`src/rtl/if_fetch_ctrl_pkg.sv`:
```
// Shared definitions for the fetch controller: state encodings and reset constants.
package if_fetch_ctrl_pkg;

  localparam int          FC_ADDR_W   = 32;
  localparam logic [31:0] FC_RESET_PC = 32'h0000_0000;

  typedef enum logic [2:0] {
    FC_S_IDLE  = 3'd0,
    FC_S_REQ   = 3'd1,
    FC_S_WAIT  = 3'd2,
    FC_S_VALID = 3'd3,
    FC_S_DROP  = 3'd4
  } fc_state_e;

endpackage

```
`src/rtl/if_fetch_ctrl.sv`:
```
// Fetch controller: owns the PC, issues Icache requests, flags valid instructions to decode
// and applies decode/execute redirects. Optional perf counters under FC_PERF_CNT_EN.
module if_fetch_ctrl
  import if_fetch_ctrl_pkg::*;
#(
  parameter int                ADDR_W   = FC_ADDR_W,
  parameter logic [ADDR_W-1:0] RESET_PC = FC_RESET_PC
) (
  input  logic              clk,
  input  logic              rst_n,
  input  logic              stall_i,
  input  logic              id_jump_flag_i,
  input  logic [ADDR_W-1:0] id_jump_pc_i,
  input  logic              ex_branch_flag_i,
  input  logic [ADDR_W-1:0] ex_branch_pc_i,
  input  logic              Icache_ready_i,
  input  logic              Icache_rvalid_i,
  output logic              fc_Icache_req_o,
  output logic [ADDR_W-1:0] fc_Icache_addr_o,
  output logic              fc_Icache_data_valid_o,
  output logic [ADDR_W-1:0] fc_pc_o,
  output logic              fc_jump_flag_o,
  output logic [2:0]        o_dbg_state
`ifdef FC_PERF_CNT_EN
  ,
  output logic [31:0]       fc_inst_cnt_o,
  output logic [31:0]       fc_wait_cnt_o
`endif
);

  // Handshake: a request is accepted on a clock edge where req and ready are both high;
  // exactly one rvalid pulse answers each accepted request, never before the following cycle.

  localparam logic [ADDR_W-1:0] ALIGN_MASK = {{(ADDR_W-2){1'b1}}, 2'b00};

  fc_state_e         r_state;
  fc_state_e         w_next_state;
  logic [ADDR_W-1:0] r_pc;
  logic [ADDR_W-1:0] w_pc_next;
  logic [ADDR_W-1:0] w_pc_plus4;
  logic [ADDR_W-1:0] r_fc_pc;
  logic              w_fc_pc_load;
  logic              w_redirect;
  logic [ADDR_W-1:0] w_target;

  assign w_redirect = ex_branch_flag_i | (id_jump_flag_i & ~stall_i);
  assign w_target   = (ex_branch_flag_i ? ex_branch_pc_i : id_jump_pc_i) & ALIGN_MASK;
  assign w_pc_plus4 = r_pc + ADDR_W'(4);

  always_ff @(posedge clk or negedge rst_n) begin
    if (!rst_n) begin
      r_state <= FC_S_IDLE;
      r_pc    <= RESET_PC;
      r_fc_pc <= RESET_PC;
    end else begin
      r_state <= w_next_state;
      r_pc    <= w_pc_next;
      if (w_fc_pc_load) r_fc_pc <= r_pc;
    end
  end

  always_comb begin
    w_next_state     = r_state;
    w_pc_next        = r_pc;
    w_fc_pc_load     = 1'b0;
    fc_Icache_req_o  = 1'b0;
    fc_Icache_addr_o = r_pc;
    case (r_state)
      FC_S_IDLE: w_next_state = FC_S_REQ;
      FC_S_REQ: begin
        fc_Icache_req_o = 1'b1;
        if (Icache_ready_i) w_next_state = FC_S_WAIT;
      end
      FC_S_WAIT: begin
        if (Icache_rvalid_i) begin
          w_next_state = FC_S_VALID;
          w_fc_pc_load = 1'b1;
        end
      end
      FC_S_VALID: begin
        // Consumption overlaps with the next request so a 1-cycle Icache sustains 2 cycles/inst.
        if (!stall_i) begin
          fc_Icache_req_o  = 1'b1;
          fc_Icache_addr_o = w_pc_plus4;
          w_pc_next        = w_pc_plus4;
          w_next_state     = Icache_ready_i ? FC_S_WAIT : FC_S_REQ;
        end
      end
      FC_S_DROP: begin
        if (Icache_rvalid_i) w_next_state = FC_S_REQ;
      end
      default: w_next_state = FC_S_IDLE;
    endcase

    // A redirect masks the request; an unanswered response becomes a debt paid off in DROP.
    if (w_redirect) begin
      fc_Icache_req_o = 1'b0;
      w_pc_next       = w_target;
      w_fc_pc_load    = 1'b0;
      if (((r_state == FC_S_WAIT) || (r_state == FC_S_DROP)) && !Icache_rvalid_i)
        w_next_state = FC_S_DROP;
      else
        w_next_state = FC_S_REQ;
    end
  end

  assign fc_Icache_data_valid_o = (r_state == FC_S_VALID);
  assign fc_pc_o                = r_fc_pc;
  assign fc_jump_flag_o         = w_redirect;
  assign o_dbg_state            = r_state;

`ifdef FC_PERF_CNT_EN
  logic [31:0] r_inst_cnt;
  logic [31:0] r_wait_cnt;
  logic        w_consume;
  logic        w_wait;

  assign w_consume = (r_state == FC_S_VALID) & ~stall_i & ~w_redirect;
  assign w_wait    = ((r_state == FC_S_REQ) & ~Icache_ready_i) |
                     (((r_state == FC_S_WAIT) | (r_state == FC_S_DROP)) & ~Icache_rvalid_i);

  always_ff @(posedge clk or negedge rst_n) begin
    if (!rst_n) begin
      r_inst_cnt <= '0;
      r_wait_cnt <= '0;
    end else begin
      if (w_consume) r_inst_cnt <= r_inst_cnt + 32'd1;
      if (w_wait)    r_wait_cnt <= r_wait_cnt + 32'd1;
    end
  end

  assign fc_inst_cnt_o = r_inst_cnt;
  assign fc_wait_cnt_o = r_wait_cnt;
`endif

endmodule
```
`config.mk`:
```
export PLATFORM = sky130hd
export DESIGN_NAME = if_fetch_ctrl
export DESIGN_NICKNAME = d
export VERILOG_FILES = /design/src/rtl/if_fetch_ctrl_pkg.sv /design/src/rtl/if_fetch_ctrl.sv
export SDC_FILE = /design/constraint.sdc
export NUM_CORES = 1
export LEC_CHECK = 0
export CAP_MARGIN = 30
export CORE_UTILIZATION = 43
export CTS_CLUSTER_DIAMETER = 120
export DETAILED_ROUTE_END_ITERATION = 8
export PLACE_DENSITY = 0.81
export RECOVER_POWER = 25
export SETUP_SLACK_MARGIN = 0.3
export SLEW_MARGIN = 20
export SYNTH_ARGS = -nofsm -noshare
export SYNTH_HDL_FRONTEND = slang
export SYNTH_SLANG_ARGS = --single-unit
```
`constraint.sdc`:
```
create_clock -name clk -period 3.1 [get_ports clk]
set_clock_uncertainty 0.15 [all_clocks]
set_input_delay 0.62 -clock clk [delete_from_list [all_inputs] [get_ports clk]]
set_output_delay 0.62 -clock clk [all_outputs]
set_load 0.03 [all_outputs]
```
==> impl_metrics.py <==
metrics = {
    "route": {
        "first_pass_iters": 4,
        "num_vias": 3102,
        "drc": 0,
        "antenna_left": 0,
        "routedWlPerCell_um": 16.0,
        "drtIter0Drc": 100,
        "finalWirelength_um": 9550,
        "vias_per_cell": 5.21,
    },
    "critical_path": {
        "crit_arrival_ps": 2050,
        "cp.required_ps": 2330,
        "startpoint_type": "flip-flop",
        "worstPathMaxFanout": 6,
        "path_class": "reg -> out",
        "crit_path_end_kind": "output pin",
    },
    "final_layout": {
        "stdcell_area_mm2": 0.00546,
        "nets": 564,
        "diodes": 0,
        "syn_to_final_growth_pct": 61.2,
        "fillCellCount": 559,
        "drive_gt1_frac": 0.349,
    },
    "timing": {
        "max_freq_mhz": 355,
        "period_share": 0.909,
        "slew_headroom": -0.00827,
        "hold_viol_final": 0,
        "rsz0062_at_grt": "true",
        "maxSlewViolCount": 64,
        "fin_setup_tns_ps": 0,
        "hold_ws_ps": 357,
        "setup_viol": 0,
        "min_period_ps": 2820,
        "worst_pin_slew_ps": 1510,
    },
    "outcome": {
        "status": "finished, violations left",
        "violations": "max-capacitance violations, max-slew violations",
    },
    "grt": {
        "overflow": 0,
        "grt_max_degree": 64,
        "track_usage": 0.234,
        "grt_pass1_wl_um": 15000,
        "antenna_found_initial": 0,
        "grt_pass1_vias": 3182,
    },
    "synth": {
        "synth.distinct_cells": 40,
        "ys_async_sr_fraction": 1.00,
        "synth_edf_count": 0,
        "synth_area_leaders": "dfrtp_1, mux2_2, mux2i_1",
        "synth_area_mm2": 0.00339,
        "synth.most_common_cell": "dfrtp_1",
        "synth-seq-area-share": 0.466,
        "yosysWarnings": 0,
        "syn_inst": 320,
        "postSynth.topFlopCell": "dfrtp_1",
        "ys_seq_elements": 63,
        "yosysTopAreaCell": "dfrtp_1",
        "synth_commonest_cells": "dfrtp_1, nand2_1, mux2_2",
        "avgSynthCellArea_um2": 10.6,
        "synth_top_area_share": 0.466,
    },
    "clocking": {
        "cts_sinks": 63,
        "cts_inserted_buffers": 9,
        "worst_skew_pair.late_latency_ps": 340,
        "cts-root-buf": "clkbuf_8",
        "tritoncts": "built",
        "cts_max_path_buffers": 2,
        "htreeDepth": 3,
        "path_clk_slew_ps": 70,
    },
    "pwr": {
        "p_leak_nw": 2.55,
        "powerDensity_mw_per_mm2": 479,
        "p_total_w": 0.00262,
        "power.switching_w": 0.000860,
        "p_sw_frac": 0.329,
        "peakVddDrop_mv": 0.239,
        "p_clk_frac": 0.273,
        "p_comb_frac": 0.337,
        "seqPwrFrac": 0.390,
        "internal-power_w": 0.00176,
    },
    "placement": {
        "gp_congestion": 0.809,
        "portBuffers": 132,
        "dpl_cell_area_mm2": 0.00498,
        "hpwlAfterDp_um": 6510,
    },
    "floorplan": {
        "die_area_mm2": 0.00823,
        "io_pins": 141,
        "core_mm2": 0.00745,
        "die_x_um": 90.7,
        "die_h_um": 90.7,
        "start_util": 0.455,
        "num_rows": 31,
    },
    "flow_run": {
        "max_cap_viol_count": 1,
    },
    "worst_hold_path": {
        "hold_class": "reg -> reg",
    },
}
state kept, by name, indices dropped and copies added, names as in the netlist:
name	count
fc_pc_o	30
o_dbg_state	3
r_pc	30
critical path: stages (launching register included):
cell	delay (ps)
dfrtp_1	460
nand3_1	170
nor4_4	220
buf_4	190
nand3_4	100
or3_4	370
nand2_4	70
buf_6	120
cell usage in the layout (no fill, tap or decap), types with 7 or more instances in the layout:
cell / count
nand2_1: 30
dfrtp_1: 55
buf_4: 60
buf_6: 16
mux2_2: 30
xnor2_1: 7
nor2_1: 19
a21o_1: 15
xnor2_2: 15
nand4_1: 12
mux2i_1: 26
clkbuf_8: 11
clkdlybuf4s50_1: 97
o21ai_0: 7
dfrtp_2: 8
kinds of logic (layout without fill, tap and decap cells):
| logic type | count (synthesis) | count (layout) | share of synthesized area |
|---|---|---|---|
| AO/OA/AOI/OAI | 44 | 44 | 0.0843 |
| XOR/XNOR | 25 | 25 | 0.0647 |
| adder cells (fa/ha/maj) | 1 | 1 | 0.00369 |
| buffers and inverters | 23 | 195 | 0.0344 |
| flip-flops | 63 | 63 | 0.466 |
| multiplexers | 56 | 56 | 0.177 |
| other | 1 | 4 | 0.00111 |
| AND/OR/NAND/NOR | 107 | 108 | 0.170 |
through the flow:
stage | utilization | instances | worst slack [ps]
global placement | 0.669 | 558 | -227
floorplan | - | 323 | 200
global route | 0.733 | 595 | 221
CTS | 0.719 | 584 | 301
detailed placement | 0.669 | 558 | -277
finish | 0.733 | 595 | 281
cell type report:
| class | instances | area (um2) | area share |
|---|---|---|---|
| Multi-Input combinational cell | 238 | 1920 | 0.352 |
| Clock buffer | 11 | 151 | 0.0277 |
| Clock inverter | 4 | 45.0 | 0.00825 |
| Sequential cell | 63 | 1590 | 0.291 |
| Inverter | 4 | 15.0 | 0.00275 |
| Timing Repair Buffer | 176 | 1620 | 0.296 |
| Tap cell | 99 | 124 | 0.0227 |
path summary, 6_finish.rpt:
| path | end | depth (start not counted) | slack (ps) | start |
|---|---|---|---|---|
| worst min register to register | fc_pc_o[21] | 1 | 360 | fc_pc_o[21] |
| min in group asynchronous | fc_pc_o[28] | 2 | 590 | rst_n |
| worst max-delay path | fc_Icache_addr_o[31] | 7 | 280 | r_pc[9] |
| max in group asynchronous | r_pc[12] | 2 | 1200 | rst_n |
| worst max register to register | r_pc[31] | 8 | 930 | r_pc[9] |
| worst min-delay path | fc_pc_o[21] | 1 | 360 | fc_pc_o[21] |
power groups by stage:
stage / sequential [W] / combinational (W) / clock [W]
4_1_cts: 0.00102 / 0.000855 / 0.000728
3_3_place_gp: 0.00103 / 0.000804 / 0
2_1_floorplan: 0.00113 / 0.000351 / 0
3_5_place_dp: 0.00104 / 0.000816 / 0
5_1_grt: 0.00103 / 0.000935 / 0.000757
6_report: 0.00102 / 0.000883 / 0.000714
routing by layer:
layer	track usage	wire length, um	up-vias
li1	-	-	1469
met1	0.270	3790	1490
met2	0.415	4950	125
met3	0.0640	648	18
met4	0.0766	158	0
met5	0	0	-
repair_timing:
action / CTS / global route
endpoints found under the setup margin: 27 / 22
pin swaps: 12 / 11
gates cloned: 1 / 0
buffers inserted: 10 / 11
endpoints found under the hold margin: 0 / 0
hold buffers: 0 / 0
gates resized for setup: 31 / 14
Note: power is estimated with default switching activity, not from simulation.
